## src/rtl/mem_arbiter.sv

```systemverilog
// mem_arbiter: shares one memory port between the I-side and D-side cache
// engines. Whole transactions are serialised. The memory request and address
// are held for MEM_LATENCY cycles. Read data and a one-cycle done pulse go
// back to the winning side. Simultaneous requests are arbitrated round-robin.
//
// Ports:
//   clk, reset_n                 clock, async active-low reset
//   i_req/i_we/i_addr/i_wdata    I-side request (level, held until i_done)
//   i_rdata, i_done              I-side registered read data, done pulse
//   d_req/d_we/d_addr/d_wdata    D-side request
//   d_rdata, d_done              D-side registered read data, done pulse
//   m_read_req, m_write_req      memory request strobes (registered)
//   m_addr, m_wdata, m_rdata     memory address/write data/read data
//   busy                         transaction in progress (ACCESS or DONE)
//   grant_d                      owner of current/last transaction (1 = D)
//   conflict_cnt                 IDLE cycles with both requests seen (wraps)
//
// state  | meaning
// IDLE   | waiting for a request; arbitrates and latches the winner
// ACCESS | memory request held; cnt counts down to the last access cycle
// DONE   | winner's done pulse is high; requests are ignored
module mem_arbiter #(
  parameter int WORD_SIZE   = 16,
  parameter int MEM_LATENCY = 4
) (
  input  logic                 clk,
  input  logic                 reset_n,
  input  logic                 i_req,
  input  logic                 i_we,
  input  logic [WORD_SIZE-1:0] i_addr,
  input  logic [WORD_SIZE-1:0] i_wdata,
  output logic [WORD_SIZE-1:0] i_rdata,
  output logic                 i_done,
  input  logic                 d_req,
  input  logic                 d_we,
  input  logic [WORD_SIZE-1:0] d_addr,
  input  logic [WORD_SIZE-1:0] d_wdata,
  output logic [WORD_SIZE-1:0] d_rdata,
  output logic                 d_done,
  output logic                 m_read_req,
  output logic                 m_write_req,
  output logic [WORD_SIZE-1:0] m_addr,
  output logic [WORD_SIZE-1:0] m_wdata,
  input  logic [WORD_SIZE-1:0] m_rdata,
  output logic                 busy,
  output logic                 grant_d,
  output logic [15:0]          conflict_cnt
);

  typedef enum logic [1:0] {ST_IDLE, ST_ACCESS, ST_DONE} state_t;

  localparam logic [3:0] CNT_LOAD = 4'(MEM_LATENCY - 1);

  state_t               state, state_nxt;
  logic [3:0]           cnt;
  logic                 lat_we;
  logic [WORD_SIZE-1:0] lat_addr, lat_wdata;
  logic                 last_d;

  logic                 grant_go, win_d, both_req, access_end;
  logic                 win_we;
  logic [WORD_SIZE-1:0] win_addr, win_wdata;

  always_comb begin
    state_nxt  = state;
    grant_go   = 1'b0;
    win_d      = 1'b0;
    both_req   = 1'b0;
    access_end = 1'b0;
    case (state)
      ST_IDLE: begin
        if (i_req || d_req) begin
          grant_go  = 1'b1;
          state_nxt = ST_ACCESS;
          if (i_req && d_req) begin
            both_req = 1'b1;
            // round-robin: the side that did not win last time goes first
            win_d    = ~last_d;
          end else begin
            win_d    = d_req;
          end
        end
      end
      ST_ACCESS: begin
        if (cnt == 4'd0) begin
          access_end = 1'b1;
          state_nxt  = ST_DONE;
        end
      end
      ST_DONE: state_nxt = ST_IDLE;
      default: state_nxt = ST_IDLE;
    endcase
  end

  always_comb begin
    win_we    = win_d ? d_we    : i_we;
    win_addr  = win_d ? d_addr  : i_addr;
    win_wdata = win_d ? d_wdata : i_wdata;
  end

  always_ff @(posedge clk or negedge reset_n) begin
    if (!reset_n) begin
      state        <= ST_IDLE;
      cnt          <= 4'd0;
      lat_we       <= 1'b0;
      lat_addr     <= '0;
      lat_wdata    <= '0;
      last_d       <= 1'b1;
      grant_d      <= 1'b0;
      m_read_req   <= 1'b0;
      m_write_req  <= 1'b0;
      i_rdata      <= '0;
      d_rdata      <= '0;
      i_done       <= 1'b0;
      d_done       <= 1'b0;
      conflict_cnt <= 16'd0;
    end else begin
      state  <= state_nxt;
      i_done <= 1'b0;
      d_done <= 1'b0;
      if (grant_go) begin
        lat_we      <= win_we;
        lat_addr    <= win_addr;
        lat_wdata   <= win_wdata;
        last_d      <= win_d;
        grant_d     <= win_d;
        cnt         <= CNT_LOAD;
        m_read_req  <= ~win_we;
        m_write_req <= win_we;
        if (both_req) conflict_cnt <= conflict_cnt + 16'd1;
      end
      if (state == ST_ACCESS) begin
        if (access_end) begin
          m_read_req  <= 1'b0;
          m_write_req <= 1'b0;
          if (!lat_we) begin
            if (grant_d) d_rdata <= m_rdata;
            else         i_rdata <= m_rdata;
          end
          if (grant_d) d_done <= 1'b1;
          else         i_done <= 1'b1;
        end else begin
          cnt <= cnt - 4'd1;
        end
      end
    end
  end

  assign m_addr  = lat_addr;
  assign m_wdata = lat_wdata;
  assign busy    = (state != ST_IDLE);

endmodule

```

## config.mk

```make
export PLATFORM = sky130hd
export DESIGN_NAME = mem_arbiter
export DESIGN_NICKNAME = d
export VERILOG_FILES = /design/src/rtl/mem_arbiter.sv
export SDC_FILE = /design/constraint.sdc
export NUM_CORES = 1
export LEC_CHECK = 0
export ABC_CLOCK_PERIOD_IN_PS = 3100
export CAP_MARGIN = 20
export CORE_MARGIN = 4
export CORE_UTILIZATION = 35
export CTS_CLUSTER_SIZE = 14
export DETAILED_ROUTE_END_ITERATION = 10
export GPL_ROUTABILITY_DRIVEN = 1
export PLACE_DENSITY = 0.72
export SLEW_MARGIN = 20
export SYNTH_ARGS = -nofsm -noshare
export SYNTH_HDL_FRONTEND = slang
export SYNTH_SLANG_ARGS = --single-unit
```

## constraint.sdc

```tcl
create_clock -name clk -period 3.1 [get_ports clk]
set_input_delay 0.62 -clock clk [delete_from_list [all_inputs] [get_ports clk]]
set_output_delay 0.62 -clock clk [all_outputs]
set_load 0.02 [all_outputs]
```

Word level (Yosys, flattened, before mapping)
Cells that the tools add are included.
Widths: inputs -> output; s select.
- equality and inequality tests: 3
- bitwise gates (word level): 4
- reduce and logical (&&, ||, !) cells: 9
- muxes and demuxes: 31
- $add $sub $neg: 2
- operator list (kind ; count):
    $mux 16 ; 2
    $mux 1 ; 23
    $add 16x1->16 const B ; 1
    $mux 4 ; 3
    $reduce_and 4->1 ; 2
    $logic_not 4->1 ; 1
    $mux 2 ; 2
    $ne 2x2->1 const B ; 2
    $not 1->1 ; 4
    $pmux 2 s2 ; 1
    $reduce_and 2->1 ; 2
    $sub 4x1->4 const B ; 1
    $eq 2x1->1 const B ; 1
    $logic_not 2->1 ; 1
    $reduce_bool 2->1 ; 1
    $logic_and 1x1->1 ; 1
    $logic_or 1x1->1 ; 1
- input port bits: 86
- bits in registers: 93
- output and inout port bits: 86

Depth between registers and ports, before layout
- depth after elaboration: 9
- depth in mapped cells: 8

Least setup slack after synthesis
Ideal clock, no wire load.
- kind: register -> register
- from: register cnt[0]
- to: register i_rdata[0]
- clock period less this slack: 1.845 ns
- stages on the path, launching flop included: 8
- library setup time: 0.125 ns
- setup slack: 1.255 ns
- arrival: 1.720 ns
- data required time: 2.975 ns
- path through: dfrtp_1 inv_1 ha_1 nor3b_2 nand3b_2 nor3_4 buf_6 mux2_2
- longest elaborated chain between the ends: 4
- ends and longest elaborated chain (what ; RTL line ; source):
    start, declared ; 55 ; logic [3:0] cnt;
    start signal, assigned ; 143 ; cnt <= cnt - 4'd1;
    $logic_not 4->1 ; 85 ; if (cnt == 4'd0) begin
    $mux 1 ; 85 ;
    $mux 1 ; 70 ; case (state)
    $reduce_and 4->1 (no source line) ; -- ;
    end signal, assigned ; 138 ; else i_rdata <= m_rdata;
    end, declared ; 32 ; output logic [WORD_SIZE-1:0] i_rdata,
Every way passes these cells.
A chain may end at the register's enable or synchronous reset.

Worst setup path after layout
- from: register state[1]
- to: output busy
- longest elaborated chain between the ends: 1
- ends and longest elaborated chain (what ; RTL line ; source):
    start, declared ; 54 ; state_t state, state_nxt;
    start signal, assigned ; 118 ; state <= state_nxt;
    $reduce_bool 2->1 ; 151 ; assign busy = (state != ST_IDLE);
    end, declared ; 45 ; output logic busy,
Every way passes these cells.

==> results.tsv <==
stage	metric	value	unit
global_route	track_usage	16.8	%
power_and_ir_drop	power.leakage	0.00254	uW
sta	clock_skew	8.82	ps
die	num_rows	38	
die	initial_core_util	35.8	%
cells_and_area	synthToLayoutAreaGrowth	52.5	%
cells_and_area	drive_above_1_share	12.0	%
sta	hold_ws	270	ps
sta	rsz0062_at_grt	no	
cts	cts.hold.buffers_added	0	
global_route	grt_pass1_vias	3296	
place	placed_area	5770	um2
sta	max_freq	426	MHz
detailed_routing	wire_per_inst	16.6	um
cts	numCtsBuffers	9	
logic_synthesis	synth.distinct_cells	38	
critical_path	cp.required	2480	ps
global_route	grt_pass1_wl	17000	um
critical_path	critPathLaunchType	register	
cts	clk_pin_slew	80	ps
cts	insertion_delay	360	ps
global_route	antenna_found_initial	0	
cts	cts_root_buffer	clkbuf_8	
global_route	overflow	0	
die	dieArea	12900	um2
cells_and_area	fillers	958	
detailed_routing	drtIter0Drc	137	
sta	worst_pin_slew	677	ps
place	io_buffers	171	
cells_and_area	layout.nets	583	
critical_path	rrSetupSlack	1060	ps
detailed_routing	drc_errors	0	
critical_path	r2r_end	d_rdata[11]$_DFFE_PN0P_	
cells_and_area	seqCellArea	2330	um2
sta	tns	0	ps
logic_synthesis	yosysTopAreaCell	dfrtp_1	
sta	setup_viol	0	
critical_path	slowest_stage	clkdlybuf4s50_1	
place	hpwl	7990	um
cts	cts.path.max_buffers	2	
logic_synthesis	ys_top_cells_by_area	dfrtp_1 59%, mux2_2 6.6%, o22ai_1 5.1%	
logic_synthesis	ys_seq_area_share	59.7	%
logic_synthesis	synth_warnings	0	
place	place.gp.congestion	0.785	
sta	hold_viol	0	
detailed_routing	via_per_inst	4.87	
power_and_ir_drop	p_int	3470	uW
die	num_io_pins	172	
logic_synthesis	syn_area	3900	um2
sta	report.final.slew_viol_count	0	
power_and_ir_drop	p_clk_share	14.5	%
cts	ctsResizeCount	0	
cells_and_area	finalInstanceArea	5950	um2
cts	h-tree-depth	3	
flow_run	cap_violations	0	
critical_path	arrival	1730	ps
logic_synthesis	synth_top_area_share	59.0	%
die	core	10900	um2
critical_path	cpLargestDelayFamily	buffers and inverters	
power_and_ir_drop	combPwrFrac	48.5	%
detailed_routing	first_pass_iters	4	
die	die_h	114	um
logic_synthesis	avgSynthCellArea	12.0	um2
power_and_ir_drop	seqPwrFrac	37.1	%
critical_path	critPathMaxStageDelay	570	ps
critical_path	critPathKind	reg -> out	
critical_path	cp_num_buf_inv	2	
critical_path	rr_worst_depth	7	
sta	min_period_over_period	75.7	%
global_route	grt_max_degree	54	
sta	slew_headroom	54.9	%
cts	clkSinkCount	93	
power_and_ir_drop	p_sw_share	37.3	%
critical_path	crit_chain	nor2_1 > inv_1 > clkdlybuf4s50_1	
detailed_routing	ant_nets	0	
power_and_ir_drop	p_per_area	928	nW/um2
die	dieWidth	114	um
cells_and_area	multi_input_area	1480	um2
status	status	finished, final reports clean	
cts	cts_setup_buffers	0	
logic_synthesis	synthesis.instances	326	
cells_and_area	antenna_cells	0	
logic_synthesis	synth_fp_nets	415	
critical_path	crit_fanout	5	
critical_path	r2r_start	cnt[0]$_DFF_PN0_	
cts	tritoncts	yes	
sta	post-route-min-period	2350	ps
power_and_ir_drop	p_sw	2060	uW
min_path	hp-class	in -> async	
critical_path	end_kind	output pin	
power_and_ir_drop	peakVddDrop	0.458	mV
detailed_routing	wl	10600	um
logic_synthesis	synth_seq_cells	93	
detailed_routing	via_count	3110	
-- final cells by class --
class,count,share of cell area [%]
timing repair buffer,175,29.6
clock inverter,1,0.505
multi-input combinational,210,24.8
inverter,5,0.315
tap,140,2.94
clock buffer,15,2.63
sequential,93,39.1
-- logic make-up (layout without fill, tap and decap cells) --
group | count (synthesis) | in the layout | synth area share (%)
compound gates | 76 | 76 | 11.3
xor+xnor | 16 | 16 | 3.59
fa+ha+maj | 3 | 3 | 0.962
buf+inv | 23 | 196 | 2.72
flops | 93 | 93 | 59.7
mux | 35 | 35 | 11.0
simple gates | 80 | 80 | 10.7
-- registers in the layout, indices dropped and copies added (netlist names) --
register and cells:
i_rdata 16, grant_d 1, d_rdata 16, last_d 1, lat_we 1, m_write_req 1, m_read_req 1, d_done 1
cnt 4, conflict_cnt 16, m_addr 16, state 2, i_done 1, m_wdata 16
-- cell usage after synthesis (all sizes together) --
cell,instances
nor2,5
nand4,4
a21oi,2
o22ai,32
buf,6
or3,1
and3,1
mux2,33
nor4,2
clkbuf,12
and4bb,1
a21bo,1
dfrtp,92
xnor2,10
and4,2
o21a,3
xor2,6
o31a,1
nand2b,1
ha,3
and2,1
nand4bb,1
nand3b,2
nand2,49
o21ai,35
a21o,2
dfstp,1
inv,5
nor3b,1
nand3,5
nor3,4
mux2i,2
-- routing by layer --
layer	up-vias	track usage, %	share of wire [%]
met5	-	0	0
met4	0	7.77	2.6
met3	20	3.50	4.3
met2	72	29.2	52
met1	1521	20.0	41
li1	1497	-	-
-- cells in the final DEF, fill, tap and decap left out, types with 2 or more instances in the layout --
cell and instances:
buf_4 3, nand4_1 4, nor2_1 5, a21oi_1 2, nand3_1 5, nand2_1 49
o22ai_1 32, mux2i_1 2, clkbuf_1 5, clkdlybuf4s50_1 170, mux2_4 10, a21o_1 2
nor3_1 3, dfrtp_1 92, nor4_2 2, o21a_1 3, clkbuf_8 10, xnor2_1 10
buf_12 2, o21ai_0 34, xor2_1 6, mux2_2 23, ha_1 3, inv_1 4
and4_1 2
-- stage by stage --
step	setup WS (ps)	utilization, %	instances	total power [uW]
final	752	54.7	639	5520
after global routing	654	54.7	639	5860
after CTS	719	54.7	639	5610
after detailed placement	587	53.0	623	4780
after global placement	653	53.0	623	4710
after floorplan	1260	-	326	3420
-- power by group through the flow --
| stage | logic [uW] | clock network (uW) | registers [uW] |
|---|---|---|---|
| 2_1_floorplan | 823 | 0 | 2600 |
| 3_3_place_gp | 2660 | 0 | 2050 |
| 3_5_place_dp | 2710 | 0 | 2070 |
| 4_1_cts | 2720 | 833 | 2050 |
| 5_1_grt | 2850 | 886 | 2120 |
| 6_report | 2680 | 799 | 2050 |
-- worst max-delay path by stage --
stage	from	cells past startpoint	endpoint
after floorplan	cnt[0]$_DFF_PN0_	7	i_rdata[0]$_DFFE_PN0P_
after global placement	i_req	5	conflict_cnt[12]$_DFFE_PN0P_
after detailed placement	i_req	5	lat_we$_DFFE_PN0P_
after CTS	state[1]$_DFFE_PN0P_	3	busy
after global routing	state[1]$_DFFE_PN0P_	3	busy
final	state[1]$_DFFE_PN0P_	3	busy
No activity file was read; power rests on OpenSTA's default activity.
